[config.mk]
export PLATFORM = sky130hd
export DESIGN_NAME = ir_sweep_sched_flat
export DESIGN_NICKNAME = d
export VERILOG_FILES = /design/src/rtl/ir_sweep_pkg.sv /design/src/rtl/ir_sweep_sched_if.sv /design/src/rtl/ir_err_calc.sv /design/src/rtl/ir_sweep_sched.sv /design/src/flat_wrapper.sv
export SDC_FILE = /design/constraint.sdc
export NUM_CORES = 1
export LEC_CHECK = 0
export BUFFER_PORTS_ARGS = -buffer_cell sky130_fd_sc_hd__buf_2
export CAP_MARGIN = 30
export CORE_ASPECT_RATIO = 1.5
export CORE_MARGIN = 5
export CORE_UTILIZATION = 37
export CTS_CLUSTER_DIAMETER = 60
export DETAILED_ROUTE_END_ITERATION = 8
export HOLD_SLACK_MARGIN = 0.08
export PLACE_DENSITY = 0.62
export RECOVER_POWER = 50
export SYNTH_ARGS = -nofsm -noshare
export SYNTH_HDL_FRONTEND = slang
export SYNTH_HIERARCHICAL = 1
export SYNTH_SLANG_ARGS = --single-unit
[constraint.sdc]
create_clock -name clk -period 11.25 [get_ports clk]
set_clock_uncertainty 0.2 [all_clocks]
set_input_delay 1.125 -clock clk [delete_from_list [all_inputs] [get_ports clk]]
set_output_delay 1.125 -clock clk [all_outputs]
set_load 0.005 [all_outputs]
[src/rtl/ir_sweep_pkg.sv]
// Shared types and constants for the IR sweep scheduler.
// States, sensor pairs, A2D channel map and error weights.
package ir_sweep_pkg;

    typedef enum logic [3:0] {
        IDLE,
        SETTLE,
        CNV_L,
        WAIT_L,
        CNV_R,
        WAIT_R,
        CNV_B,
        WAIT_B,
        CALC
    } state_t;

    typedef enum logic [1:0] {
        INNER,
        MID,
        OUTER
    } pair_t;

    typedef logic [2:0] chnl_t;

    localparam chnl_t LFT_IN  = 3'd1;
    localparam chnl_t RHT_IN  = 3'd0;
    localparam chnl_t LFT_MID = 3'd4;
    localparam chnl_t RHT_MID = 3'd2;
    localparam chnl_t LFT_OUT = 3'd3;
    localparam chnl_t RHT_OUT = 3'd7;
    localparam chnl_t BATT    = 3'd5;

    localparam int W_IN  = 0;
    localparam int W_MID = 1;
    localparam int W_OUT = 2;

    function automatic chnl_t lft_ch(input pair_t p);
        case (p)
            INNER:   return LFT_IN;
            MID:     return LFT_MID;
            default: return LFT_OUT;
        endcase
    endfunction

    function automatic chnl_t rht_ch(input pair_t p);
        case (p)
            INNER:   return RHT_IN;
            MID:     return RHT_MID;
            default: return RHT_OUT;
        endcase
    endfunction

endpackage

[src/rtl/ir_sweep_sched_if.sv]
// Request/response bundle between the sweep scheduler and the A2D master.
// master = scheduler side, slave = A2D side.
interface ir_sweep_sched_if;
    import ir_sweep_pkg::*;

    logic        strt_cnv;
    chnl_t       chnnl;
    logic        cnv_cmplt;
    logic [11:0] res;

    modport master (
        output strt_cnv,
        output chnnl,
        input  cnv_cmplt,
        input  res
    );

    modport slave (
        input  strt_cnv,
        input  chnnl,
        output cnv_cmplt,
        output res
    );

endinterface

[src/rtl/ir_err_calc.sv]
// Weighted line-position error: (rI-lI) + 2*(rM-lM) + 4*(rO-lO).
// Purely combinational; worst case +/-28665 fits 16-bit signed.
module ir_err_calc
    import ir_sweep_pkg::*;
(
    input  logic [11:0]        lft_in,
    input  logic [11:0]        rht_in,
    input  logic [11:0]        lft_mid,
    input  logic [11:0]        rht_mid,
    input  logic [11:0]        lft_out,
    input  logic [11:0]        rht_out,
    output logic signed [15:0] error
);

    logic signed [12:0] d_in, d_mid, d_out;
    logic signed [15:0] x_in, x_mid, x_out;

    assign d_in  = $signed({1'b0, rht_in})  - $signed({1'b0, lft_in});
    assign d_mid = $signed({1'b0, rht_mid}) - $signed({1'b0, lft_mid});
    assign d_out = $signed({1'b0, rht_out}) - $signed({1'b0, lft_out});

    assign x_in  = {{3{d_in[12]}},  d_in};
    assign x_mid = {{3{d_mid[12]}}, d_mid};
    assign x_out = {{3{d_out[12]}}, d_out};

    assign error = (x_in <<< W_IN) + (x_mid <<< W_MID) + (x_out <<< W_OUT);

endmodule

[src/rtl/ir_sweep_sched.sv]
// IR emitter / A2D sweep sequencer producing a signed steering error.
// Define IR_SWEEP_BATT_EN to add a battery conversion and batt output.
module ir_sweep_sched
    import ir_sweep_pkg::*;
#(
    parameter int SETTLE_CYC = 4096,
    parameter int TMO_CYC    = 1024
) (
    input  logic               clk,
    input  logic               rst,
    input  logic               go,
    ir_sweep_sched_if.master   a2d,
    output logic               IR_in_en,
    output logic               IR_mid_en,
    output logic               IR_out_en,
    output logic signed [15:0] error,
    output logic               err_vld,
    output logic               fault
`ifdef IR_SWEEP_BATT_EN
    ,
    output logic [11:0]        batt
`endif
);

    localparam int CW = $clog2(SETTLE_CYC + TMO_CYC) + 1;

    state_t             state, nxt_state;
    pair_t              pair, nxt_pair;
    logic [CW-1:0]      cnt;
    logic [11:0]        lft [3];
    logic [11:0]        rht [3];
    logic [2:0]         en, nxt_en;
    logic               tmo;
    logic signed [15:0] calc;
`ifdef IR_SWEEP_BATT_EN
    logic [11:0]        batt_q;
`endif

    ir_err_calc u_calc (
        .lft_in  (lft[INNER]),
        .rht_in  (rht[INNER]),
        .lft_mid (lft[MID]),
        .rht_mid (rht[MID]),
        .lft_out (lft[OUTER]),
        .rht_out (rht[OUTER]),
        .error   (calc)
    );

    // Next state, A2D request decode and next emitter pattern
    always_comb begin
        nxt_state    = state;
        nxt_pair     = pair;
        a2d.strt_cnv = 1'b0;
        a2d.chnnl    = '0;
        tmo          = 1'b0;
        case (state)
            IDLE: begin
                if (go) begin
                    nxt_state = SETTLE;
                    nxt_pair  = INNER;
                end
            end
            SETTLE: begin
                if (cnt == CW'(SETTLE_CYC - 1))
                    nxt_state = CNV_L;
            end
            CNV_L: begin
                a2d.strt_cnv = 1'b1;
                a2d.chnnl    = lft_ch(pair);
                nxt_state    = WAIT_L;
            end
            WAIT_L: begin
                a2d.chnnl = lft_ch(pair);
                if (a2d.cnv_cmplt) begin
                    nxt_state = CNV_R;
                end else if (cnt == CW'(TMO_CYC - 1)) begin
                    tmo       = 1'b1;
                    nxt_state = IDLE;
                end
            end
            CNV_R: begin
                a2d.strt_cnv = 1'b1;
                a2d.chnnl    = rht_ch(pair);
                nxt_state    = WAIT_R;
            end
            WAIT_R: begin
                a2d.chnnl = rht_ch(pair);
                if (a2d.cnv_cmplt) begin
                    if (pair == OUTER) begin
`ifdef IR_SWEEP_BATT_EN
                        nxt_state = CNV_B;
`else
                        nxt_state = CALC;
`endif
                    end else begin
                        nxt_state = SETTLE;
                        nxt_pair  = pair_t'(pair + 2'd1);
                    end
                end else if (cnt == CW'(TMO_CYC - 1)) begin
                    tmo       = 1'b1;
                    nxt_state = IDLE;
                end
            end
            CNV_B: begin
                a2d.strt_cnv = 1'b1;
                a2d.chnnl    = BATT;
                nxt_state    = WAIT_B;
            end
            WAIT_B: begin
                a2d.chnnl = BATT;
                if (a2d.cnv_cmplt) begin
                    nxt_state = CALC;
                end else if (cnt == CW'(TMO_CYC - 1)) begin
                    tmo       = 1'b1;
                    nxt_state = IDLE;
                end
            end
            CALC: begin
                if (go) begin
                    nxt_state = SETTLE;
                    nxt_pair  = INNER;
                end else begin
                    nxt_state = IDLE;
                end
            end
            default: nxt_state = IDLE;
        endcase
        nxt_en = 3'b000;
        if (nxt_state inside {SETTLE, CNV_L, WAIT_L, CNV_R, WAIT_R})
            nxt_en = 3'b001 << nxt_pair;
    end

    // State and pair registers
    always_ff @(posedge clk or posedge rst) begin
        if (rst) begin
            state <= IDLE;
            pair  <= INNER;
        end else begin
            state <= nxt_state;
            pair  <= nxt_pair;
        end
    end

    // Shared settle/timeout counter, restarted on every state change
    always_ff @(posedge clk or posedge rst) begin
        if (rst)
            cnt <= '0;
        else if (nxt_state != state || state == IDLE)
            cnt <= '0;
        else
            cnt <= cnt + 1'b1;
    end

    // Capture conversion results for the current pair
    always_ff @(posedge clk or posedge rst) begin
        if (rst) begin
            lft <= '{default: '0};
            rht <= '{default: '0};
        end else if (a2d.cnv_cmplt) begin
            if (state == WAIT_L)
                lft[pair] <= a2d.res;
            if (state == WAIT_R)
                rht[pair] <= a2d.res;
        end
    end

    // Registered emitter enables so they switch cleanly on transitions
    always_ff @(posedge clk or posedge rst) begin
        if (rst)
            en <= 3'b000;
        else
            en <= nxt_en;
    end

    assign IR_in_en  = en[0];
    assign IR_mid_en = en[1];
    assign IR_out_en = en[2];

    // Publish error on CALC; timeout raises the sticky fault
    always_ff @(posedge clk or posedge rst) begin
        if (rst) begin
            error   <= '0;
            err_vld <= 1'b0;
            fault   <= 1'b0;
        end else begin
            err_vld <= (state == CALC);
            if (state == CALC) begin
                error <= calc;
                fault <= 1'b0;
            end else if (tmo) begin
                fault <= 1'b1;
            end
        end
    end

`ifdef IR_SWEEP_BATT_EN
    // Battery sample, exposed together with the error update
    always_ff @(posedge clk or posedge rst) begin
        if (rst) begin
            batt_q <= '0;
            batt   <= '0;
        end else begin
            if (state == WAIT_B && a2d.cnv_cmplt)
                batt_q <= a2d.res;
            if (state == CALC)
                batt <= batt_q;
        end
    end
`endif

endmodule
[src/flat_wrapper.sv]
// flat-port wrapper written by rule: the top's interface ports become plain ports
module ir_sweep_sched_flat import ir_sweep_pkg::*;
#(
    parameter int SETTLE_CYC = 4096,
    parameter int TMO_CYC    = 1024
)
  (clk, rst, go, IR_in_en, IR_mid_en, IR_out_en, error, err_vld, fault, a2d_strt_cnv, a2d_chnnl, a2d_cnv_cmplt, a2d_res);
  ir_sweep_sched_if a2d_i ();
  input  logic clk;
  input  logic rst;
  input  logic go;
  output logic IR_in_en;
  output logic IR_mid_en;
  output logic IR_out_en;
  output logic signed [15:0] error;
  output logic err_vld;
  output logic fault;
  output wire logic [$bits(a2d_i.strt_cnv)-1:0] a2d_strt_cnv;
  output wire logic [$bits(a2d_i.chnnl)-1:0] a2d_chnnl;
  input wire logic [$bits(a2d_i.cnv_cmplt)-1:0] a2d_cnv_cmplt;
  input wire logic [$bits(a2d_i.res)-1:0] a2d_res;
  assign a2d_strt_cnv = a2d_i.strt_cnv;
  assign a2d_chnnl = a2d_i.chnnl;
  assign a2d_i.cnv_cmplt = a2d_cnv_cmplt;
  assign a2d_i.res = a2d_res;
  ir_sweep_sched #(.SETTLE_CYC(SETTLE_CYC), .TMO_CYC(TMO_CYC)) u_core (.clk(clk), .rst(rst), .go(go), .a2d(a2d_i), .IR_in_en(IR_in_en), .IR_mid_en(IR_mid_en), .IR_out_en(IR_out_en), .error(error), .err_vld(err_vld), .fault(fault));
endmodule
==> metrics.txt, run 1 <==
synthesized flop and latch total=113; Required @ worst endpoint=10.68 ns; crit end category=async pin; post-CTS sizing=0; status=complete, but fails checks; I/O pin count=41; ys flop type=dfrtp_1; Area Growth Syn to Fin=13.8%; detailed router's first-iteration violation count=271; H-Tree Depth=4; Leak=4.14 nW; CTS Hold Bufs=0; fmax=0.170 GHz; root buf cell=clkbuf_16; sequential-to-total area share from yosys stat=0.377; GRT Total Usage=0.148; drt pass-1 iters=4; Port Buffer Count=40; Fin. Hold Viols=0; Ant. Diodes=0; violated checks=max-capacitance violations, max-slew violations; mapped cell area=7500 um^2; placer congestion estimate=0.786; grt total ovfl=0; Worst Tran Pin Value=3.86 ns; hpwl dp=12400 um; DIE AREA=23300 um^2; fin crit period=5.87 ns; synthesized instance count=721; DR vias=5461; Core Rows=63; drc violations=0; top post-synthesis cells by area=dfrtp_1, mux2_2, ha_1; Max VDD drop=0.137 mV; post-synth cell types=72; antenna viol nets, final=0; startpoint types=input pin; fin. max-slew vios=114; post-synth top area share=0.377; worst skew pair latency=0.42 ns; largest net degree at the start of global routing=76; async set-reset flop share out of synthesis=1.00; total setup buffers inserted after CTS=0; # nets final=852; net count after synthesis=809; TritonCTS Buffers=17; TNS Setup=0 ns; P per Cell Area=239 nW/um^2; Longest Clk Path Bufs=2; vias in the first global route=5554; Synth Area per Inst=10.4 um^2; relative slew slack=-1.57; first-pass GRT wire length=27700 um; Starting Density=0.377; CTS sink cnt=113; crit path max fanout=73; number of flops mapped to enable cells by yosys=0; final wirelength=16300 um; leading area contributor after synthesis=dfrtp_1; Die Y=184 um; WP data arrival=5.30 ns; RSZ-0062 raised after global routing=false; critical path type=input pin to async pin; max_cap viols=2; Core Util, Final=0.430; Placeable Area=19900 um^2; Hold WC Path Type=flip-flop to flip-flop; initial antenna violation count=0; clock transition at the registers of the reported paths=0.06 ns; # setup viols final=0; Synthesis Warnings=6; chip width=126 um; CTS tree=done; share of cells above drive strength 1=0.234; period utilization=0.522; WL/cell=15.8 um; via/cell ratio=5.27
-- path summary, 6_finish.rpt --
kind                                  from          endpoint  slack, ns  cells past startpoint
max                                    rst     u_core/rht[8]       5.38                      4
min                        u_core/error[3]   u_core/error[3]       0.30                      1
max reg2reg                  u_core/rht[0]  u_core/error[15]       6.61                     16
min reg2reg                u_core/error[3]   u_core/error[3]       0.30                      1
max in group clk             u_core/rht[0]  u_core/error[15]       6.61                     16
min in group asynchronous              rst    u_core/rht[28]       0.96                      2
-- Yosys cell counts, drive strengths merged (13+ instances only) --
cell     n
mux2    88
nand2   26
nor3    13
o21ai   23
a21oi   36
nor2    46
fa      17
inv     82
buf     13
ha      55
xnor2   19
a21o    15
dfrtp  113
xor2    25
-- where the power goes --
group / leakage, nW / total (mW) / internal [mW] / switching [mW]
registers: 1.53 / 0.484 / 0.452 / 0.0317
clock network: 0.274 / 0.542 / 0.344 / 0.198
logic: 2.33 / 1.02 / 0.442 / 0.576
-- stage by stage --
step           hold WS [ns]  total power [mW]  cell area (um^2)  worst slack, ns  std cells
3_5_place_dp          0.291              1.51              7950             6.56       1004
6_report              0.299              2.04              8530             5.38       1037
2_1_floorplan         0.269              1.31              7500             6.94        721
3_3_place_gp          0.288              1.50              7940             6.61       1003
5_1_grt               0.309              2.22              8530             4.22       1037
4_1_cts               0.305              2.07              8550             6.54       1036
-- layout make-up --
| class | count | area [um^2] |
|---|---|---|
| clock buffer | 21 | 470 |
| inverter | 82 | 309 |
| clock inverter | 11 | 131 |
| fill | 1934 | 11300 |
| multi-input combinational | 506 | 4250 |
| sequential | 113 | 2830 |
| tap | 260 | 325 |
| timing repair buffer | 44 | 221 |
-- worst max-delay path, cell delays in order --
cell	delay, ns
buf_2	0.10
clkinvlp_2	1.02
clkbuf_1	0.26
clkbuf_1	2.72
-- layout by cell type (no fill, tap or decap), drive strengths merged, types with 8 or more instances in the layout --
cell type  Yosys  final
dfrtp        113    113
mux2          88     88
inv           82     81
ha            55     55
nor2          46     46
buf           13     40
a21oi         36     36
nand2         26     26
xor2          25     25
clkbuf         7     25
o21ai         23     23
xnor2         19     19
fa            17     17
a21o          15     15
nor3          13     13
nand3         12     12
o21a          10     10
and3           8      8
-- registers in the layout (all words and copies together) (netlist names) --
| register | cells |
|---|---|
| u_core/lft | 36 |
| u_core/cnt | 14 |
| u_core/error | 16 |
| u_core/fault | 1 |
| u_core/err_vld | 1 |
| u_core/rht | 36 |
| u_core/pair | 2 |
| u_core/en | 3 |
| u_core/state | 4 |
-- per-layer routing --
layer / up-vias / global-route usage / wire, um
met1: 2702 / 0.172 / 6840
met3: 25 / 0.0345 / 556
li1: 2646 / - / -
met5: - / 0 / 0
met2: 88 / 0.267 / 8650
met4: 0 / 0.0511 / 297
-- cell families after synthesis --
family | count (synthesis) | share of synthesized area
simple gates | 160 | 0.115
buf+inv | 102 | 0.0551
flops | 113 | 0.377
mux | 89 | 0.134
xor+xnor | 44 | 0.0514
compound gates | 141 | 0.130
fa+ha+maj | 72 | 0.137
Note: power is estimated with default switching activity, not from simulation.
==> run 2, diff against run 1 <==
PLACE_DENSITY = 0.64   (was 0.62)
clock period = 4.8 ns   (was 11.25 ns; I/O delays follow)
==> run 2 against run 1 <==
Net effect: hold slack worse by 0.12 ns; sequential power up 130%; clock power up 150%; critical path depth up 12; critical endpoint is now u_core/error[14]; the flow still finishes with violations (max-capacitance violations, max-slew violations); cell area up 0.85%; global-route usage down 0.23 points; non-clock buffer count up 6; sequential share of layout area down 0.28 points; final cell count up 0.58%; via count down 0.27%; worst setup slack worse by 5.1 ns.
==> metrics.txt, run 2 (same netlist as run 1, synthesis figures left out) <==
# nets final=858 (+0.70%); H-Tree Depth=4 (unchanged); CP max stage delay=0.55 ns (-2.17 ns); initial antenna violation count=0 (unchanged); Placeable Area=19900 um^2 (unchanged); detailed router's first-iteration violation count=190 (-30%); Worst path slowest cell=fa_1; chip width=126 um (unchanged); TritonCTS Buffers=17 (unchanged); Crit. Startpoint=u_core/lft[25]; HP Start=a2d_res[5]; placer congestion estimate=0.808 (+2.8%); fmax=0.221 GHz; Hold WC Path Type=input pin to flip-flop; hpwl dp=12500 um (+0.47%); Ant. Diodes=0 (unchanged); Die Y=184 um (unchanged); Leak=4.13 nW (-0.21%); final wirelength=16400 um (+0.59%); GRT Total Usage=0.146 (-0.00231); status=complete, but fails checks; WP data arrival=4.63 ns (-0.67 ns); via/cell ratio=5.22 (-0.85%); Starting Density=0.377 (unchanged); antenna viol nets, final=0 (unchanged); TNS Setup=0 ns (unchanged); Max VDD drop=0.369 mV (+170%); Port Buffer Count=40 (unchanged); crit end category=flip-flop; Placement Setup Slack=0.175 ns (-6.38 ns); tightest hold margin=0.178 ns (-0.121 ns); biggest regs=u_core/lft: 36 flops, u_core/rht: 36 flops, u_core/error: 16 flops; drt pass-1 iters=4 (unchanged); worst skew pair latency=0.42 ns (about the same); total setup buffers inserted after CTS=0 (unchanged); commonest non-fill, non-tap cell in the layout=dfrtp_1; WL/cell=15.8 um (about the same); grt total ovfl=0 (unchanged); Post-DP Area=8000 um^2 (+0.57%); relative slew slack=-0.116 (+1.46); clock transition at the registers of the reported paths=0.06 ns (about the same); Longest Clk Path Bufs=2 (unchanged); fin. max-slew vios=30 (-74%); most frequent cells in the layout=dfrtp_1, mux2_2, inv_1; violated checks=max-capacitance violations, max-slew violations; # setup viols final=0 (unchanged); DR vias=5446 (-0.27%); fin crit period=4.53 ns; I/O pin count=41 (unchanged); Core Rows=63 (unchanged); Area Growth Syn to Fin=14.8%; critical path type=flip-flop to flip-flop; startpoint types=flip-flop; P per Cell Area=570 nW/um^2 (+140%); Critical R2R Launch=u_core/lft[25]; crit path max fanout=5 (-93%); CTS sink cnt=113 (unchanged); Fin. Hold Viols=0 (unchanged); Required @ worst endpoint=4.90 ns (-5.78 ns); first-pass GRT wire length=27400 um (-0.80%); Worst Setup Slack, final=0.272 ns (-5.11 ns); root buf cell=clkbuf_16; CTS tree=done; drc violations=0 (unchanged); largest net degree at the start of global routing=55 (-28%); fillcell total=1956 (+1.1%); total power=4.91 mW (+140%); Worst Tran Pin Value=1.67 ns (-2.19 ns); DIE AREA=23300 um^2 (unchanged); share of cells above drive strength 1=0.226 (-0.00818); vias in the first global route=5768 (+3.9%); RSZ-0062 raised after global routing=false; crit-path cells=inv_1 > ha_1 > nor2b_1 > o31ai_1 > buf_4 > a21oi_1 > or4_1 > and4_1 > fa_1 > inv_1 > ha_1 > or3_1 > o311ai_0 > o21ai_0 > xor2_1 > mux2_2; max_cap viols=1 (-1); period utilization=0.943; post-route cell area=8610 um^2 (+0.85%); R2R setup slack=0.27 ns (-6.34 ns)
run 2: metrics by stage:
step	instances	util
after CTS	1043	0.435
after floorplan	721	-
after global routing	1043	0.433
after global placement	1009	0.402
final	1043	0.433
after detailed placement	1010	0.403
run 2: final cells by class:
class | count | area, um^2 | share of cell area
clock buffer | 19 | 443 | 0.0515
clock inverter | 13 | 185 | 0.0215
inverter | 82 | 309 | 0.0359
multi-input combinational | 506 | 4260 | 0.495
sequential | 113 | 2830 | 0.329
tap | 260 | 325 | 0.0378
timing repair buffer | 50 | 254 | 0.0295
run 2: repair_timing:
action	CTS	global route
hold buffers	1	0
endpoints found under the hold margin	30	0
setup endpoints to repair	0	1
resized for setup	0	2
run 2: worst paths after layout:
path / endpoint / cells after the start
setup / recovery: u_core/error[14] / 16
hold / removal: u_core/rht[17] / 2
setup reg to reg: u_core/error[14] / 16
hold reg to reg: u_core/lft[35] / 1
max in group asynchronous: u_core/error[15] / 4
min in group asynchronous: u_core/lft[14] / 3
run 2: report_power, final:
| part | internal [mW] | switching (mW) |
|---|---|---|
| clock | 0.881 | 0.460 |
| sequential | 1.06 | 0.0755 |
| combinational | 1.06 | 1.37 |
| total | 3.00 | 1.90 |
run 2: per-layer routing:
metal	wire [um]	up-vias	track usage
li1	-	2646	-
met1	6770	2678	0.159
met2	8850	97	0.275
met3	506	25	0.0339
met4	314	0	0.0498
met5	0	-	0
run 2: critical path: cells and delay by family (launching register included):
kind | cells | cell delay, ns
simple gates | 4 | 1.19
fa+ha+maj | 3 | 1.07
compound gates | 4 | 0.85
flops | 1 | 0.41
buf+inv | 3 | 0.28
mux | 1 | 0.26
xor+xnor | 1 | 0.16
